--- src/rtl/wbs_iic_attach_mc.sv ---
// Wishbone slave front-end for a bank of IIC controller channels.
// Each channel has: an op-FIFO push port, an RX-FIFO pop port, sticky status, control bits and a FIFO reset.
// RX pops go through a wait-stated read FSM (IDLE -> POP -> CAPT -> ACK), so the returned word is the popped byte.
// Bus handshake: a request is taken when cyc & stb are high, the address is inside the window, no ack is
// pending and the FSM is idle. It is answered by exactly one ack cycle. RX pops that are abandoned
// (cyc or stb dropped) finish silently and record an abort.
module wbs_iic_attach_mc #(
   parameter logic [31:0] C_BASEADDR = 32'h0000_0000,
   parameter logic [31:0] C_HIGHADDR = 32'h0000_FFFF,
   parameter int          C_NUM_CH   = 4,
   parameter int          C_OP_WIDTH = 12,
   parameter int          C_RX_WIDTH = 8
) (
   input  logic                           wbs_clk_i,
   input  logic                           wbs_rst_i,
   input  logic                           wbs_we_i,
   input  logic                           wbs_cyc_i,
   input  logic                           wbs_stb_i,
   input  logic [0:3]                     wbs_sel_i,
   input  logic [0:31]                    wbs_dat_i,
   input  logic [0:31]                    wbs_adr_i,
   output logic [0:31]                    wbs_dat_o,
   output logic                           wbs_ack_o,
   output logic [C_NUM_CH-1:0]            op_fifo_wr_en,
   output logic [C_OP_WIDTH-1:0]          op_fifo_wr_data,
   input  logic [C_NUM_CH-1:0]            op_fifo_empty,
   input  logic [C_NUM_CH-1:0]            op_fifo_full,
   input  logic [C_NUM_CH-1:0]            op_fifo_over,
   output logic [C_NUM_CH-1:0]            rx_fifo_rd_en,
   input  logic [C_NUM_CH*C_RX_WIDTH-1:0] rx_fifo_rd_data,
   input  logic [C_NUM_CH-1:0]            rx_fifo_empty,
   input  logic [C_NUM_CH-1:0]            rx_fifo_full,
   input  logic [C_NUM_CH-1:0]            rx_fifo_over,
   output logic [C_NUM_CH-1:0]            fifo_rst,
   output logic [C_NUM_CH-1:0]            op_fifo_block,
   input  logic [C_NUM_CH-1:0]            op_error,
   output logic                           irq_o
);

   typedef enum logic [1:0] {S_IDLE, S_POP, S_CAPT, S_ACK} state_t;

   // Sticky bit positions inside sticky_q[k].
   localparam int ST_RX_OVER  = 0;
   localparam int ST_RX_UNDER = 1;
   localparam int ST_OP_OVER  = 2;
   localparam int ST_OP_DROP  = 3;
   localparam int ST_OP_ERROR = 4;
   localparam int ST_ABORT    = 5;

   state_t                       state_q, state_d;
   logic [2:0]                   ch_q, ch_d;
   logic                         ack_q, ack_d;
   logic                         abort_pend_q, abort_pend_d;
   logic [31:0]                  rdata_q, rdata_d;
   logic [C_NUM_CH-1:0]          wr_en_q, wr_en_d;
   logic [C_NUM_CH-1:0]          frst_q, frst_d;
   logic [C_OP_WIDTH-1:0]        wr_data_q, wr_data_d;
   logic [C_NUM_CH-1:0][5:0]     sticky_q, sticky_d;
   logic [C_NUM_CH-1:0][1:0]     ctrl_q, ctrl_d;
   logic                         irq_q, irq_d;

   // Bus fields as ordinary LSB-0 values (the port vectors are MSB-0 numbered).
   logic [31:0] adr, dat, local_adr;
   logic [3:0]  sel;
   logic [2:0]  req_ch;
   logic [1:0]  req_reg;
   logic        in_range, bus_live, request, ch_ok;

   assign adr       = wbs_adr_i;
   assign dat       = wbs_dat_i;
   assign sel       = wbs_sel_i;
   assign local_adr = adr - C_BASEADDR;
   // An address below the base wraps to a large offset, so one compare covers both window bounds.
   assign in_range  = (local_adr <= (C_HIGHADDR - C_BASEADDR));
   assign req_ch    = local_adr[6:4];
   assign req_reg   = local_adr[3:2];
   assign bus_live  = wbs_cyc_i & wbs_stb_i;
   assign request   = in_range & bus_live & ~ack_q & (state_q == S_IDLE);
   assign ch_ok     = ({29'd0, req_ch} < 32'(C_NUM_CH));

   logic [C_NUM_CH-1:0]      req_oh, cap_oh;
   logic                     cur_op_full, cur_rx_empty;
   logic [9:0]               cur_status;
   logic [1:0]               cur_ctrl;
   logic [C_RX_WIDTH-1:0]    cur_rx_data;
   logic [C_NUM_CH-1:0]      ev_under, ev_drop, ev_abort;
   logic [C_NUM_CH-1:0][5:0] clr;

   // Per-channel views: the addressed channel at request time and the latched channel for the pop.
   always_comb begin
      req_oh       = '0;
      cap_oh       = '0;
      cur_op_full  = 1'b0;
      cur_rx_empty = 1'b0;
      cur_status   = '0;
      cur_ctrl     = '0;
      cur_rx_data  = '0;
      for (int k = 0; k < C_NUM_CH; k++) begin
         if (req_ch == 3'(k)) begin
            req_oh[k]    = 1'b1;
            cur_op_full  = op_fifo_full[k];
            cur_rx_empty = rx_fifo_empty[k];
            cur_status   = {sticky_q[k][5:2], op_fifo_full[k], op_fifo_empty[k],
                            sticky_q[k][1:0], rx_fifo_full[k], rx_fifo_empty[k]};
            cur_ctrl     = ctrl_q[k];
         end
         if (ch_q == 3'(k)) begin
            cap_oh[k]   = 1'b1;
            cur_rx_data = rx_fifo_rd_data[k*C_RX_WIDTH +: C_RX_WIDTH];
         end
      end
   end

   // Access FSM: decode, register side effects for the ack cycle, sequence RX pops.
   always_comb begin
      state_d      = state_q;
      ch_d         = ch_q;
      ack_d        = 1'b0;
      abort_pend_d = abort_pend_q;
      rdata_d      = '0;
      wr_en_d      = '0;
      frst_d       = '0;
      wr_data_d    = wr_data_q;
      ctrl_d       = ctrl_q;
      ev_under     = '0;
      ev_drop      = '0;
      ev_abort     = '0;
      clr          = '0;
      unique case (state_q)
         S_IDLE: begin
            if (request) begin
               ch_d         = req_ch;
               abort_pend_d = 1'b0;
               state_d      = S_ACK;
               ack_d        = 1'b1;
               if (ch_ok) begin
                  unique case (req_reg)
                     2'd0: begin
                        if (wbs_we_i && sel[0]) begin
                           if (!cur_op_full) begin
                              wr_en_d   = req_oh;
                              wr_data_d = dat[C_OP_WIDTH-1:0];
                           end else begin
                              ev_drop = req_oh;
                           end
                        end
                     end
                     2'd1: begin
                        if (!wbs_we_i) begin
                           if (!cur_rx_empty) begin
                              state_d = S_POP;
                              ack_d   = 1'b0;
                           end else begin
                              ev_under = req_oh;
                           end
                        end
                     end
                     2'd2: begin
                        if (wbs_we_i) begin
                           for (int k = 0; k < C_NUM_CH; k++) begin
                              if (req_oh[k]) clr[k] = {dat[9], dat[8], dat[7], dat[6], dat[3], dat[2]};
                           end
                           if (dat[31]) frst_d = req_oh;
                        end else begin
                           rdata_d = {22'd0, cur_status};
                        end
                     end
                     default: begin
                        if (wbs_we_i) begin
                           if (sel[0]) begin
                              for (int k = 0; k < C_NUM_CH; k++) begin
                                 if (req_oh[k]) ctrl_d[k] = dat[1:0];
                              end
                           end
                        end else begin
                           rdata_d = {30'd0, cur_ctrl};
                        end
                     end
                  endcase
               end
            end
         end
         S_POP: begin
            state_d = S_CAPT;
            if (!bus_live) abort_pend_d = 1'b1;
         end
         S_CAPT: begin
            if (abort_pend_q || !bus_live) begin
               // Master gave up: the popped word is discarded and no ack is given.
               state_d  = S_IDLE;
               ev_abort = cap_oh;
            end else begin
               state_d = S_ACK;
               ack_d   = 1'b1;
               rdata_d = 32'(cur_rx_data);
            end
         end
         default: begin
            state_d = S_IDLE;
         end
      endcase
   end

   // Sticky status (set beats clear) and the interrupt summary, evaluated every cycle.
   always_comb begin
      sticky_d = sticky_q;
      irq_d    = 1'b0;
      for (int k = 0; k < C_NUM_CH; k++) begin
         sticky_d[k] = (sticky_q[k] & ~clr[k]) |
                       {ev_abort[k], op_error[k], ev_drop[k], op_fifo_over[k], ev_under[k], rx_fifo_over[k]};
         irq_d       = irq_d | (ctrl_q[k][1] & (|sticky_q[k]));
      end
   end

   // State and output registers.
   always_ff @(posedge wbs_clk_i or posedge wbs_rst_i) begin
      if (wbs_rst_i) begin
         state_q      <= S_IDLE;
         ch_q         <= '0;
         ack_q        <= 1'b0;
         abort_pend_q <= 1'b0;
         rdata_q      <= '0;
         wr_en_q      <= '0;
         frst_q       <= '0;
         wr_data_q    <= '0;
         sticky_q     <= '0;
         ctrl_q       <= '0;
         irq_q        <= 1'b0;
      end else begin
         state_q      <= state_d;
         ch_q         <= ch_d;
         ack_q        <= ack_d;
         abort_pend_q <= abort_pend_d;
         rdata_q      <= rdata_d;
         wr_en_q      <= wr_en_d;
         frst_q       <= frst_d;
         wr_data_q    <= wr_data_d;
         sticky_q     <= sticky_d;
         ctrl_q       <= ctrl_d;
         irq_q        <= irq_d;
      end
   end

   assign wbs_ack_o       = ack_q;
   assign wbs_dat_o       = ack_q ? rdata_q : 32'd0;
   assign op_fifo_wr_en   = wr_en_q;
   assign op_fifo_wr_data = wr_data_q;
   assign rx_fifo_rd_en   = (state_q == S_POP) ? cap_oh : '0;
   assign fifo_rst        = frst_q;
   assign irq_o           = irq_q;
   always_comb begin
      op_fifo_block = '0;
      for (int k = 0; k < C_NUM_CH; k++) op_fifo_block[k] = ctrl_q[k][0];
   end

   logic unused_bits;
   assign unused_bits = ^{dat[30:10], sel[3:1]};

endmodule

--- config.mk ---
export PLATFORM = sky130hd
export DESIGN_NAME = wbs_iic_attach_mc
export DESIGN_NICKNAME = d
export VERILOG_FILES = /design/src/rtl/wbs_iic_attach_mc.sv
export SDC_FILE = /design/constraint.sdc
export NUM_CORES = 1
export LEC_CHECK = 0
export ABC_AREA = 1
export CORE_ASPECT_RATIO = 1.25
export CORE_MARGIN = 2
export CORE_UTILIZATION = 42
export DETAILED_ROUTE_END_ITERATION = 10
export GPL_TIMING_DRIVEN = 0
export HOLD_SLACK_MARGIN = 0.12
export PLACE_DENSITY = 0.81
export RECOVER_POWER = 50
export REMOVE_ABC_BUFFERS = 1
export SLEW_MARGIN = 30
export SYNTH_ARGS = -nofsm -noshare
export SYNTH_HDL_FRONTEND = slang
export SYNTH_SLANG_ARGS = --single-unit
--- constraint.sdc ---
create_clock -name wbs_clk_i -period 3 [get_ports wbs_clk_i]
set_clock_uncertainty 0.05 [all_clocks]
set_input_delay 0.6 -clock wbs_clk_i [delete_from_list [all_inputs] [get_ports wbs_clk_i]]
set_output_delay 0.6 -clock wbs_clk_i [all_outputs]
set_load 0.02 [all_outputs]
==> metrics <==
status finished, violations left; failing checks capacitance limit; sequential share of the synthesized area 0.411; port buffer count 139; CTS root buffer clkbuf_16; H-Tree Depth 3; R2R depth 8; slowest CP cell clkdlybuf4s50_1; Via density 5.16; Post-synth EDFFs 0; vias in the first global route 4290; GR Overflow Total 0; RD Place Congestion 0.892; worst-path maximum fanout 16; CTS tree yes; Post-Route WL 13200 um; Sink Count 70; fill count 960; Final Hold Vio Count 0; worst vdd ir 0.309 mV; asr flop ratio synth 1.00; CP delay by family, top simple AND/OR/NAND/NOR gates; CP Buf/Inv Count 2; leak pwr 2.83 nW; RR Startpoint wbs_ack_o$_DFF_PP0_; post-route minimum period 2.84 ns; synth warn 0; Via Count 4423; commonest non-fill, non-tap cell in the layout nand2_1; worst setup path start wbs_adr_i[25]; setup TNS 0 ns; total track usage 0.248; kind of critical path in2reg; DRT antenna net count 0; first-pass GRT wire length 21100 um; post-detail-place hpwl 9880 um; RSZ-0062 raised after global routing no; Max Slew Vio Count 0; cells along the critical path clkdlybuf4s50_1 > nor2_2 > nand2_2 > inv_1 > nand2_1 > nand2_1 > nand2_1 > nand4_1 > nand3_1; Routed WL per cell 15.4 um; HP Start op_fifo_wr_data[10]$_DFFE_PP0P_; # setup viols final 0; WHS Path Cells 2; Rows 41; data required time of the worst path 3.16 ns; Die X 94.1 um; Final Cell Area 5950 um2; CP peak stage delay 0.60 ns; die height 117 um; number of antenna diodes 0; critical path's most frequent cell nand2_1; hold crit path type reg2reg; most frequent cells in the layout 155 x nand2_1, 120 x clkdlybuf4s50_1, 71 x o21ai_0; relative slew slack 0.00343; hold endpoint op_fifo_wr_data[10]$_DFFE_PP0P_; DR iter-0 viols 340; fraction of layout cells with a size suffix above 1 0.0604; CTS Buf Count 9; PwrDens 398 nW/um2; Layout Nets 856; die footprint 11000 um2; core area 10000 um2; worst skew pair latency 0.34 ns; CP arrival 3.01 ns; Synth Flop Type dfrtp_1; Critical Path Start Type primary input; Crit. End Element flop; Tcrit/Tclk final 0.948; gate count after technology mapping 598; Mapped Avg Cell Area 7.13 um2; Initial DRT Pass Iterations 6; worst slew pin tran 1.49 ns; Synth Register Bits 70; mapped cell area 4260 um2; Area Growth Syn to Fin 39.6%; Initial Utilization 0.426; Netlist cell types 35; dpl cell area 5610 um2; CTS max path bufs 2; max_cap viols 1; max frequency 0.352 GHz; drc violations 0; Reg2Reg Capture Point op_fifo_wr_data[0]$_DFFE_PP0P_; Reg clk slew, reported paths 0.05 ns; num ports 195; r2r setup slk 0.60 ns; largest net degree at the start of global routing 39; initial antenna violation count 0
## cells in the mapped netlist (2+ instances only)
cell type  instances  share of area
inv_2              3         0.0026
nand4_1           30          0.044
nand3_1           45          0.053
clkbuf_1           9         0.0079
a22oi_1            2         0.0035
nand2_1          155           0.14
dfrtp_1           70           0.41
nand2_4            2         0.0053
buf_2              8         0.0094
buf_4             28          0.049
o21ai_0           71          0.083
nor3_2             2         0.0047
nor4_1             6         0.0088
inv_1             51          0.045
nor2_1            64          0.056
buf_1              3         0.0026
a21oi_1           16          0.019
nor3_1             8         0.0094
buf_6              2         0.0053
nand2_2            3         0.0044
nor2_2             3         0.0044
o211ai_1           2         0.0035
or2_2              3         0.0044
## registers in the layout, indices dropped and copies added, names as in the netlist
signal / flops
wbs_ack_o: 1
fifo_rst: 4
ctrl_q: 4
ch_q: 3
irq_o: 1
state_q: 2
rdata_q: 10
op_fifo_wr_data: 12
abort_pend_q: 1
op_fifo_wr_en: 4
op_fifo_block: 4
sticky_q: 24
## worst reg2reg max path, stage by stage (launching register included)
cell and delay (ns):
dfrtp_1 0.52, inv_1 0.14, nand2_1 0.08, inv_1 0.07
nand4_1 0.39, nor2_4 0.66, nand2_4 0.21, nand2_1 0.11
nand2_1 0.05
## repair_timing
| item | CTS | global route |
|---|---|---|
| hold buffers | 0 | 0 |
| setup endpoints to repair | 2 | 2 |
| buffers inserted | 0 | 3 |
| hold endpoints to repair | 0 | 0 |
| pin swaps | 0 | 1 |
| resized for setup | 3 | 1 |
## layer usage
layer / GRT usage / wire, um / vias up
li1: - / - / 2177
met2: 0.440 / 6900 / 176
met3: 0.0490 / 855 / 29
met5: 0 / 0 / -
met4: 0.106 / 334 / 0
met1: 0.292 / 5100 / 2041
## cell families after synthesis
kind of cell / Yosys count / synth area share
simple gates: 328 / 0.350
other cells: 1 / 0.000879
buf+inv: 104 / 0.122
flops: 70 / 0.411
compound gates: 95 / 0.116
## stage by stage
step | setup slack, ns | instances | total power, mW | util | hold WS, ns
floorplan | 0.582 | 569 | 1.08 | - | 0.404
global placement | -0.579 | 837 | 1.26 | 0.558 | 0.404
detailed placement | -0.147 | 838 | 1.27 | 0.561 | 0.413
CTS | 0.0275 | 854 | 2.39 | 0.594 | 0.429
global route | 0.00484 | 857 | 2.46 | 0.595 | 0.450
finish | 0.157 | 857 | 2.37 | 0.595 | 0.420
## how the worst max path moves through the flow
stage                                  to  slack [ns]  cells after the start
6_report             rdata_q[0]$_DFF_PP0_        0.16                      9
5_1_grt              rdata_q[0]$_DFF_PP0_       0.005                      9
4_1_cts                  rx_fifo_rd_en[2]        0.03                      4
3_5_place_dp         rdata_q[0]$_DFF_PP0_       -0.15                      9
3_3_place_gp   op_fifo_wr_en[3]$_DFF_PP0_       -0.58                      2
2_1_floorplan    abort_pend_q$_DFFE_PP0P_        0.58                      1
## where the power goes
| group | internal, mW | total (mW) | switching [mW] | leakage, nW |
|---|---|---|---|---|
| Clock | 0.734 | 1.12 | 0.388 | 0.155 |
| Combinational | 0.143 | 0.304 | 0.161 | 1.76 |
| Sequential | 0.946 | 0.947 | 0.000658 | 0.910 |
## layout make-up
cell class / instances / area, um2 / share of cell area
flip-flops and latches: 70 / 1750 / 0.294
repair buffers: 143 / 1430 / 0.240
well taps: 129 / 161 / 0.0271
clock buffers: 14 / 284 / 0.0477
clock inverters: 2 / 37.5 / 0.00630
inverters: 54 / 204 / 0.0343
multi-input cells: 445 / 2090 / 0.350
Note: power is estimated with default switching activity, not from simulation.
